===== src/rtl/suu_mem_stage.sv =====
// suu_mem_stage: memory-access stage between ex_mem and mem_wb (req/gnt/rvalid port).
// Define SUU_MEM_ALIGN_CHECK_EN to trap misaligned half/word ops and add o_addr_err.
module suu_mem_stage #(
    parameter int AW           = 32,
    parameter int RW           = 5,
    parameter int WAIT_TIMEOUT = 16
) (
    input  logic          clk,
    input  logic          rst_n,
    input  logic          i_valid,
    input  logic [3:0]    i_mem_op,
    input  logic [AW-1:0] i_mem_addr,
    input  logic [31:0]   i_store_data,
    input  logic [31:0]   i_w_reg_data,
    input  logic [RW-1:0] i_w_reg_addr,
    input  logic          i_wd,
    output logic          o_stall,
    output logic          mem_req,
    output logic          mem_we,
    output logic [AW-1:0] mem_addr,
    output logic [3:0]    mem_be,
    output logic [31:0]   mem_wdata,
    input  logic          mem_gnt,
    input  logic          mem_rvalid,
    input  logic [31:0]   mem_rdata,
    output logic          o_valid,
    output logic [31:0]   w_reg_data,
    output logic [RW-1:0] w_reg_addr,
    output logic          wd,
`ifdef SUU_MEM_ALIGN_CHECK_EN
    output logic          o_addr_err,
`endif
    output logic          o_bus_err
);

    localparam int CW = (WAIT_TIMEOUT > 2) ? $clog2(WAIT_TIMEOUT) : 1;
    localparam logic [CW-1:0] CNT_LAST = CW'(WAIT_TIMEOUT - 1);
    localparam bit TO_EN = (WAIT_TIMEOUT != 0);

    typedef enum logic [1:0] {IDLE, REQ, RESP} state_t;

    state_t state, state_n;
    logic [CW-1:0] cnt;
    logic to_hit;

    logic is_ld, is_st, is_mem, is_b, is_h, is_sx, misalign;
    logic go, pass, bad, st_done, ld_done, abort;
    logic [3:0]  be_n;
    logic [31:0] wdata_n;

    logic          ld_q, sx_q, b_q, h_q, wd_q;
    logic [1:0]    lane_q;
    logic [31:0]   wdat_q;
    logic [RW-1:0] wa_q;
    logic [7:0]    ld_b;
    logic [15:0]   ld_h;
    logic [31:0]   ld_data;

    always_comb begin
        is_ld = 1'b0;
        is_st = 1'b0;
        is_b  = 1'b0;
        is_h  = 1'b0;
        is_sx = 1'b0;
        unique case (i_mem_op)
            4'd1: begin is_ld = 1'b1; is_b = 1'b1; is_sx = 1'b1; end
            4'd2: begin is_ld = 1'b1; is_b = 1'b1; end
            4'd3: begin is_ld = 1'b1; is_h = 1'b1; is_sx = 1'b1; end
            4'd4: begin is_ld = 1'b1; is_h = 1'b1; end
            4'd5: is_ld = 1'b1;
            4'd6: begin is_st = 1'b1; is_b = 1'b1; end
            4'd7: begin is_st = 1'b1; is_h = 1'b1; end
            4'd8: is_st = 1'b1;
            default: ;
        endcase
        is_mem = is_ld | is_st;
    end

`ifdef SUU_MEM_ALIGN_CHECK_EN
    assign misalign = (is_h & i_mem_addr[0])
                    | (is_mem & ~is_b & ~is_h & (|i_mem_addr[1:0]));
`else
    assign misalign = 1'b0;
`endif

    always_comb begin
        be_n    = 4'b1111;
        wdata_n = i_store_data;
        unique case (1'b1)
            is_b: begin
                be_n    = 4'b0001 << i_mem_addr[1:0];
                wdata_n = {4{i_store_data[7:0]}};
            end
            is_h: begin
                be_n    = i_mem_addr[1] ? 4'b1100 : 4'b0011;
                wdata_n = {2{i_store_data[15:0]}};
            end
            default: ;
        endcase
    end

    assign to_hit = TO_EN && (cnt == CNT_LAST);

    always_ff @(posedge clk or negedge rst_n) begin
        if (!rst_n) state <= IDLE;
        else        state <= state_n;
    end

    always_comb begin
        state_n = state;
        unique case (state)
            IDLE: if (go) state_n = REQ;
            REQ: begin
                if (mem_gnt)     state_n = ld_q ? RESP : IDLE;
                else if (to_hit) state_n = IDLE;
            end
            RESP: if (mem_rvalid || to_hit) state_n = IDLE;
            default: state_n = IDLE;
        endcase
    end

    always_comb begin
        o_stall = 1'b0;
        go      = 1'b0;
        pass    = 1'b0;
        bad     = 1'b0;
        st_done = 1'b0;
        ld_done = 1'b0;
        abort   = 1'b0;
        unique case (state)
            IDLE: begin
                go      = i_valid & is_mem & ~misalign;
                pass    = i_valid & ~is_mem;
                bad     = i_valid & is_mem & misalign;
                o_stall = go;
            end
            REQ: begin
                o_stall = 1'b1;
                st_done = mem_gnt & ~ld_q;
                abort   = ~mem_gnt & to_hit;
            end
            RESP: begin
                o_stall = 1'b1;
                ld_done = mem_rvalid;
                abort   = ~mem_rvalid & to_hit;
            end
            default: ;
        endcase
    end

    // Counter restarts on every state entry, so REQ and RESP each get a full budget
    always_ff @(posedge clk or negedge rst_n) begin
        if (!rst_n)                             cnt <= '0;
        else if (state_n != state || state == IDLE) cnt <= '0;
        else                                    cnt <= cnt + 1'b1;
    end

    always_ff @(posedge clk or negedge rst_n) begin
        if (!rst_n) begin
            ld_q   <= 1'b0;
            sx_q   <= 1'b0;
            b_q    <= 1'b0;
            h_q    <= 1'b0;
            wd_q   <= 1'b0;
            lane_q <= 2'b00;
            wdat_q <= '0;
            wa_q   <= '0;
        end else if (go) begin
            ld_q   <= is_ld;
            sx_q   <= is_sx;
            b_q    <= is_b;
            h_q    <= is_h;
            wd_q   <= i_wd;
            lane_q <= is_h ? {i_mem_addr[1], 1'b0} : i_mem_addr[1:0];
            wdat_q <= i_w_reg_data;
            wa_q   <= i_w_reg_addr;
        end
    end

    always_ff @(posedge clk or negedge rst_n) begin
        if (!rst_n) begin
            mem_req   <= 1'b0;
            mem_we    <= 1'b0;
            mem_addr  <= '0;
            mem_be    <= 4'b0000;
            mem_wdata <= '0;
        end else if (go) begin
            mem_req   <= 1'b1;
            mem_we    <= is_st;
            mem_addr  <= {i_mem_addr[AW-1:2], 2'b00};
            mem_be    <= be_n;
            mem_wdata <= wdata_n;
        end else if (state == REQ && (mem_gnt || to_hit)) begin
            mem_req <= 1'b0;
            mem_we  <= 1'b0;
        end
    end

    assign ld_b = mem_rdata[{lane_q, 3'b000} +: 8];
    assign ld_h = lane_q[1] ? mem_rdata[31:16] : mem_rdata[15:0];

    always_comb begin
        ld_data = mem_rdata;
        unique case (1'b1)
            b_q: ld_data = {{24{sx_q & ld_b[7]}}, ld_b};
            h_q: ld_data = {{16{sx_q & ld_h[15]}}, ld_h};
            default: ;
        endcase
    end

    always_ff @(posedge clk or negedge rst_n) begin
        if (!rst_n) begin
            o_valid    <= 1'b0;
            o_bus_err  <= 1'b0;
            w_reg_data <= '0;
            w_reg_addr <= '0;
            wd         <= 1'b0;
        end else begin
            o_valid   <= pass | bad | st_done | ld_done | abort;
            o_bus_err <= abort;
            wd        <= 1'b0;
            if (pass) begin
                w_reg_data <= i_w_reg_data;
                w_reg_addr <= i_w_reg_addr;
                wd         <= i_wd;
            end else if (bad) begin
                w_reg_data <= i_w_reg_data;
                w_reg_addr <= i_w_reg_addr;
            end else if (ld_done) begin
                w_reg_data <= ld_data;
                w_reg_addr <= wa_q;
                wd         <= wd_q;
            end else if (st_done || abort) begin
                w_reg_data <= wdat_q;
                w_reg_addr <= wa_q;
            end
        end
    end

`ifdef SUU_MEM_ALIGN_CHECK_EN
    always_ff @(posedge clk or negedge rst_n) begin
        if (!rst_n) o_addr_err <= 1'b0;
        else        o_addr_err <= bad;
    end
`endif

endmodule


===== config.mk =====
export PLATFORM = sky130hd
export DESIGN_NAME = suu_mem_stage
export DESIGN_NICKNAME = d
export VERILOG_FILES = /design/src/rtl/suu_mem_stage.sv
export SDC_FILE = /design/constraint.sdc
export NUM_CORES = 1
export LEC_CHECK = 0
export BUFFER_PORTS_ARGS = -buffer_cell sky130_fd_sc_hd__buf_2
export CAP_MARGIN = 20
export CORE_ASPECT_RATIO = 1.75
export CORE_MARGIN = 1
export CORE_UTILIZATION = 55
export DETAILED_ROUTE_END_ITERATION = 10
export PLACE_DENSITY = 0.86
export SKIP_CTS_REPAIR_TIMING = 1
export SLEW_MARGIN = 40
export SYNTH_ARGS = -nofsm -noshare
export SYNTH_HDL_FRONTEND = slang
export SYNTH_SLANG_ARGS = --single-unit

===== constraint.sdc =====
create_clock -name clk -period 4.7 [get_ports clk]
set_input_delay 0.705 -clock clk [delete_from_list [all_inputs] [get_ports clk]]
set_output_delay 0.705 -clock clk [all_outputs]
set_load 0.02 [all_outputs]

# Yosys cells after proc, flatten, opt, wreduce, memory -nomap -nowiden
# Cells that the tools add are included.
dict set report op_classes {
  reduce_logical 14
  bitwise_logic 15
  eq_ne 12
  n_mux 35
  n_shift 2
  n_addsub 1
}
# cell n
set ops {}
lappend ops {{$pmux 32 s2} 2}
lappend ops {{$mux 32} 3}
lappend ops {{$shiftx 32x6->8} 1}
lappend ops {{$eq 4x3->1 const B} 4}
lappend ops {{$mux 16} 1}
lappend ops {{$mux 1} 15}
lappend ops {{$mux 5} 3}
lappend ops {{$mux 2} 5}
lappend ops {{$reduce_or 3->1} 3}
lappend ops {{$eq 4x2->1 const B} 2}
lappend ops {{$eq 4x4->1 const B} 2}
lappend ops {{$mux 4} 2}
lappend ops {{$pmux 4 s2} 1}
lappend ops {{$and 1x1->1} 7}
lappend ops {{$pmux 2 s3} 1}
lappend ops {{$reduce_or 5->1} 1}
lappend ops {{$add 4x1->4 const B} 1}
lappend ops {{$eq 4x1->1 const B} 1}
lappend ops {{$logic_or 1x1->1} 4}
lappend ops {{$not 1->1} 4}
lappend ops {{$or 1x1->1} 4}
lappend ops {{$pmux 1 s2} 2}
lappend ops {{$reduce_or 2->1} 2}
lappend ops {{$shl 1x2->4 const A} 1}
lappend ops {{7 further kinds} 7}
dict set report word_totals {
  input_bits 143
  regBits 158
}

# Depth between registers and ports, before layout
dict set report depth {
  depth_word 11
  mapped_depth 9
}

# Worst setup path before layout
# No wires, ideal clock.
dict set report synth_path {
  path_type {input-to-output}
  start {input port i_mem_op[3]}
  end {output port o_stall}
  path_buffers 4
  t_arrival_ns 2.073
  path_slack_ns 1.922
  required_time_ns 3.995
  cell_stages 8
  path_cell_list {buf_6 -> or4_1 -> buf_2 -> and3b_1 -> buf_2 -> buf_2 -> nor2_1 -> nor2_1}
}
dict set report synth_via {
  elab_chain_cells 6
}
# item line
set synth_lines {}
lappend synth_lines {{start, declared} 11} ;# input logic [3:0] i_mem_op,
lappend synth_lines {{$eq 4x2->1 (tied with other cells)} 65} ;# unique case (i_mem_op)
lappend synth_lines {{$reduce_or 5->1 (no source line) or $reduce_or 3->1 (tied branches)} --}
lappend synth_lines {{$mux 1} 65}
lappend synth_lines {{$or 1x1->1 *} 76} ;# is_mem = is_ld | is_st;
lappend synth_lines {{$and 1x1->1 *} --}
lappend synth_lines {{$pmux 1 s2 *} 130} ;# unique case (state)
lappend synth_lines {{end, declared} 17} ;# output logic o_stall,
# Every way passes the cells marked *; elsewhere a longest branch is shown, timed or not.

# Final worst setup path
dict set report layout_path {
  start {input port i_mem_op[2]}
  end {output port o_stall}
}
# Same word-level chain as after synthesis.

==> impl_metrics.xml <==
<?xml version="1.0" encoding="UTF-8"?>
<metrics>
  <group name="synth">
    <metric name="synth_seq_area_share" unit="%">50.9</metric>
    <metric name="ys_dominant_reg_cell" unit="">sky130_fd_sc_hd__dfrtp_1</metric>
    <metric name="syn-cell-area" unit="um2">7770</metric>
    <metric name="synth_area_leaders" unit="">sky130_fd_sc_hd__dfrtp_1 (51%), sky130_fd_sc_hd__nand2_1 (12%), sky130_fd_sc_hd__a221o_1 (4.0%)</metric>
    <metric name="ys_ff_latch" unit="">158</metric>
    <metric name="synth.distinct_cells" unit="">49</metric>
    <metric name="post_synth_edffs" unit="">0</metric>
    <metric name="syn_avg_cell_area" unit="um2">9.13</metric>
    <metric name="synth_largest_area_cell" unit="">sky130_fd_sc_hd__dfrtp_1</metric>
    <metric name="synthDominantCellAreaShare" unit="%">50.9</metric>
    <metric name="syn_inst" unit="">851</metric>
    <metric name="yosys_warn_count" unit="">0</metric>
    <metric name="postSynth.asyncResetShare" unit="%">100</metric>
  </group>
  <group name="layout">
    <metric name="synthToLayoutAreaGrowth" unit="%">24.7</metric>
    <metric name="nNetsFinal" unit="">1219</metric>
    <metric name="final_layout_size_suffix_gt1_share" unit="%">30.3</metric>
    <metric name="layout_common_cells" unit="">sky130_fd_sc_hd__nand2_1 (256), sky130_fd_sc_hd__buf_2 (250), sky130_fd_sc_hd__dfrtp_1 (158)</metric>
    <metric name="layout_commonest_cell" unit="">sky130_fd_sc_hd__nand2_1</metric>
  </group>
  <group name="timing">
    <metric name="min_period" unit="ns">2.78</metric>
    <metric name="slew-limit-headroom" unit="%">49.3</metric>
    <metric name="max_clock_freq" unit="MHz">359</metric>
    <metric name="setup_viol_count_final" unit="">0</metric>
    <metric name="worst_clock_skew" unit="ns">0.0132</metric>
    <metric name="slew_violations" unit="">0</metric>
    <metric name="worst-slew-pin-transition" unit="ns">0.760</metric>
    <metric name="final.setup.worst_slack" unit="ns">1.92</metric>
    <metric name="totalNegativeSetupSlack" unit="ns">0</metric>
    <metric name="grt_setup_unrepaired" unit="">false</metric>
    <metric name="period_share" unit="%">59.2</metric>
    <metric name="hold_viol" unit="">0</metric>
  </group>
  <group name="route">
    <metric name="finalWirelength" unit="um">23100</metric>
    <metric name="topRoutingLayerUsed" unit="">met4</metric>
    <metric name="total_number_of_vias" unit="">7468</metric>
    <metric name="vias_per_cell" unit="">5.92</metric>
    <metric name="drt_drc_violations_left" unit="">1</metric>
    <metric name="wire_length_on_met3" unit="um">1630</metric>
    <metric name="detail_route.wl_per_cell" unit="um">18.3</metric>
    <metric name="met2_length" unit="um">12100</metric>
    <metric name="m1WireLength" unit="um">8080</metric>
    <metric name="route.antenna.remaining_nets" unit="">0</metric>
    <metric name="drt-pass1-iter-count" unit="">8</metric>
    <metric name="drt_first_iter_violations" unit="">507</metric>
  </group>
  <group name="critical_path">
    <metric name="worst-r2r-setup-slack" unit="ns">1.99</metric>
    <metric name="path_delay_family" unit="">simple AND/OR/NAND/NOR gates</metric>
    <metric name="worst_setup_path_start_kind" unit="">input port</metric>
    <metric name="r2r_start" unit="">state[0]$_DFF_PN0_</metric>
    <metric name="timing.reg2reg.worst_path_depth" unit="">8</metric>
    <metric name="critical_path.n_buffers_inverters" unit="">2</metric>
    <metric name="critical_path_peak_fanout" unit="">9</metric>
    <metric name="crit_chain" unit="">buf_2 -&gt; or4_1 -&gt; and3b_2 -&gt; nor2_1 -&gt; nor2_1 -&gt; buf_2</metric>
    <metric name="worstReg2RegEnd" unit="">w_reg_data[14]$_DFFE_PN0P_</metric>
    <metric name="criticalPathCategory" unit="">in -&gt; out</metric>
    <metric name="endpoint_kind" unit="">primary output</metric>
    <metric name="worstSetupPathDepth" unit="">6</metric>
    <metric name="standard_cell_with_the_maximum_stage_delay_on_the_critical_path" unit="">sky130_fd_sc_hd__or4_1</metric>
    <metric name="worst_ep_required_time" unit="ns">3.99</metric>
    <metric name="critical_path.max_stage_delay" unit="ns">0.66</metric>
    <metric name="timing.critical_path.arrival" unit="ns">2.08</metric>
  </group>
  <group name="power_and_ir_drop">
    <metric name="switching_power_of_the_nets" unit="W">0.00283</metric>
    <metric name="switching_share" unit="%">42.5</metric>
    <metric name="finalPower" unit="W">0.00666</metric>
    <metric name="leakage" unit="nW">5.08</metric>
    <metric name="power.sequential.fraction" unit="%">36.3</metric>
    <metric name="p_per_area" unit="nW/um2">687</metric>
    <metric name="power.clock.fraction" unit="%">20.7</metric>
    <metric name="ir_worst_vdd" unit="uV">411</metric>
    <metric name="p_comb_share" unit="%">43.0</metric>
    <metric name="cell_internal_power_dissipation" unit="W">0.00383</metric>
  </group>
  <group name="placed_design">
    <metric name="place_hpwl" unit="um">16300</metric>
    <metric name="gpl.final_weighted_congestion" unit="">0.887</metric>
    <metric name="place_worst_setup_slack" unit="ns">1.78</metric>
    <metric name="io_buffer_count" unit="">251</metric>
  </group>
  <group name="job">
    <metric name="max-cap-violations" unit="">0</metric>
  </group>
  <group name="clock_network">
    <metric name="cts_sinks" unit="">158</metric>
    <metric name="cts.htree.levels" unit="">4</metric>
    <metric name="cts_inserted_buffers" unit="">17</metric>
    <metric name="cts_root_buffer" unit="">sky130_fd_sc_hd__clkbuf_16</metric>
    <metric name="cts_tree" unit="">built</metric>
    <metric name="cts.clk_slew.worst_paths" unit="ns">0.07</metric>
    <metric name="worstSkewPairLatency" unit="ns">0.42</metric>
    <metric name="max-clock-path-buffers" unit="">2</metric>
  </group>
  <group name="grt">
    <metric name="first_global_vias" unit="">7419</metric>
    <metric name="antenna_found_initial" unit="">1</metric>
    <metric name="grt.total_usage" unit="%">32.1</metric>
    <metric name="grt.overflow.total" unit="">0</metric>
    <metric name="grt_first_pass_wirelength" unit="um">36500</metric>
    <metric name="grt_max_degree" unit="">88</metric>
  </group>
  <group name="die">
    <metric name="start_util" unit="%">56.1</metric>
    <metric name="die_span_in_y" unit="um">159</metric>
    <metric name="core_area" unit="um2">13800</metric>
    <metric name="die_w" unit="um">91.8</metric>
    <metric name="row_cnt" unit="">57</metric>
    <metric name="design.portCount" unit="">254</metric>
    <metric name="design.die.area" unit="um2">14600</metric>
  </group>
  <group name="worst_hold_path">
    <metric name="hp-class" unit="">in -&gt; async</metric>
  </group>
  <group name="outcome">
    <metric name="violated_checks" unit="">DRC</metric>
    <metric name="outcome" unit="">finished with violations</metric>
  </group>
</metrics>
==> power groups by stage <==
stage / combinational, W / sequential, W / clock, W
4_1_cts: 0.00287 / 0.00241 / 0.00139
3_3_place_gp: 0.00276 / 0.00240 / 0
6_report: 0.00287 / 0.00242 / 0.00138
3_5_place_dp: 0.00286 / 0.00241 / 0
5_1_grt: 0.00311 / 0.00249 / 0.00145
2_1_floorplan: 0.00144 / 0.00286 / 0
==> layer usage <==
layer  vias up  global-route usage [%]
met5         -                       0
met4         0                    19.3
met3        93                    6.16
met2       404                    56.0
met1      3554                    35.7
li1       3417                       -
==> cells in the mapped netlist, types with 2 or more instances <==
| library cell | n |
|---|---|
| sky130_fd_sc_hd__a211o_1 | 8 |
| sky130_fd_sc_hd__nor2b_1 | 10 |
| sky130_fd_sc_hd__nor3_1 | 17 |
| sky130_fd_sc_hd__ha_1 | 5 |
| sky130_fd_sc_hd__nand2_1 | 257 |
| sky130_fd_sc_hd__nand2b_1 | 5 |
| sky130_fd_sc_hd__mux2_2 | 20 |
| sky130_fd_sc_hd__inv_1 | 8 |
| sky130_fd_sc_hd__a22o_1 | 7 |
| sky130_fd_sc_hd__o21ai_0 | 21 |
| sky130_fd_sc_hd__a22oi_1 | 18 |
| sky130_fd_sc_hd__a31oi_1 | 3 |
| sky130_fd_sc_hd__a2111oi_0 | 9 |
| sky130_fd_sc_hd__nor2_1 | 50 |
| sky130_fd_sc_hd__a32oi_1 | 7 |
| sky130_fd_sc_hd__a21o_1 | 3 |
| sky130_fd_sc_hd__a311o_1 | 7 |
| sky130_fd_sc_hd__and3_1 | 26 |
| sky130_fd_sc_hd__buf_1 | 3 |
| sky130_fd_sc_hd__nand3_1 | 22 |
| sky130_fd_sc_hd__or3b_2 | 2 |
| sky130_fd_sc_hd__and3b_1 | 4 |
| sky130_fd_sc_hd__o22ai_1 | 2 |
| sky130_fd_sc_hd__clkbuf_1 | 33 |
| sky130_fd_sc_hd__mux2i_1 | 14 |
| sky130_fd_sc_hd__nand3b_1 | 2 |
| sky130_fd_sc_hd__a21oi_1 | 48 |
| sky130_fd_sc_hd__buf_2 | 22 |
| sky130_fd_sc_hd__dfrtp_1 | 158 |
| sky130_fd_sc_hd__buf_6 | 4 |
| sky130_fd_sc_hd__a221oi_1 | 2 |
| sky130_fd_sc_hd__and2_1 | 4 |
| sky130_fd_sc_hd__o41ai_1 | 2 |
| sky130_fd_sc_hd__a221o_1 | 31 |
| sky130_fd_sc_hd__buf_4 | 3 |
==> metrics by stage <==
stage | std cells | utilization, % | cell area (um2) | hold WS, ns
finish | 1262 | 70.0 | 9690 | 0.323
global route | 1262 | 70.0 | 9690 | 0.374
CTS | 1261 | 69.9 | 9670 | 0.359
detailed placement | 1229 | 65.7 | 9090 | 0.456
global placement | 1226 | 65.4 | 9050 | 0.453
floorplan | 852 | - | 7770 | 0.409
==> logic make-up after synthesis <==
| group | share of synthesized area, % |
|---|---|
| AO/OA/AOI/OAI | 16.6 |
| XOR/XNOR | 0.226 |
| adder cells (fa/ha/maj) | 0.806 |
| buffers and inverters | 4.41 |
| flip-flops | 50.9 |
| multiplexers | 4.70 |
| other | 0.0483 |
| AND/OR/NAND/NOR | 22.3 |
==> registers in the layout (all words and copies together) (netlist names) <==
name / cells
mem_wdata: 32
w_reg_data: 32
wdat_q: 32
mem_addr: 30
w_reg_addr: 5
wa_q: 5
cnt: 4
mem_be: 4
lane_q: 2
state: 2
b_q: 1
h_q: 1
ld_q: 1
mem_req: 1
mem_we: 1
o_bus_err: 1
o_valid: 1
sx_q: 1
wd: 1
wd_q: 1
==> how the worst max path moves through the flow <==
| stage | start | endpoint | slack [ns] |
|---|---|---|---|
| floorplan | i_mem_op[3] | o_stall | 1.92 |
| global placement | i_mem_op[2] | w_reg_data[1]$_DFFE_PN0P_ | 1.63 |
| detailed placement | i_mem_op[2] | w_reg_data[14]$_DFFE_PN0P_ | 1.78 |
| CTS | i_mem_op[2] | o_stall | 1.92 |
| global route | state[0]$_DFF_PN0_ | w_reg_data[14]$_DFFE_PN0P_ | 1.84 |
| finish | i_mem_op[2] | o_stall | 1.92 |
==> cell type report <==
type                       count  area, um2
antenna                        1       2.50
clock buffer                  19        443
clock inverter                13        139
fill                        1105       4150
inverter                       8       30.0
multi-input combinational    621       3510
sequential                   158       3950
tap                          177        221
timing repair buffer         265       1390
==> worst reg2reg max path: stages, from the launching register on <==
cell                       delay, ns
sky130_fd_sc_hd__dfrtp_1        0.43
sky130_fd_sc_hd__inv_1          0.10
sky130_fd_sc_hd__ha_1           0.25
sky130_fd_sc_hd__and2_1         0.17
sky130_fd_sc_hd__buf_4          0.25
sky130_fd_sc_hd__a311oi_4       0.24
sky130_fd_sc_hd__buf_4          0.54
sky130_fd_sc_hd__and2_1         0.44
sky130_fd_sc_hd__a221o_1        0.22
Note: power is estimated with default switching activity, not from simulation.
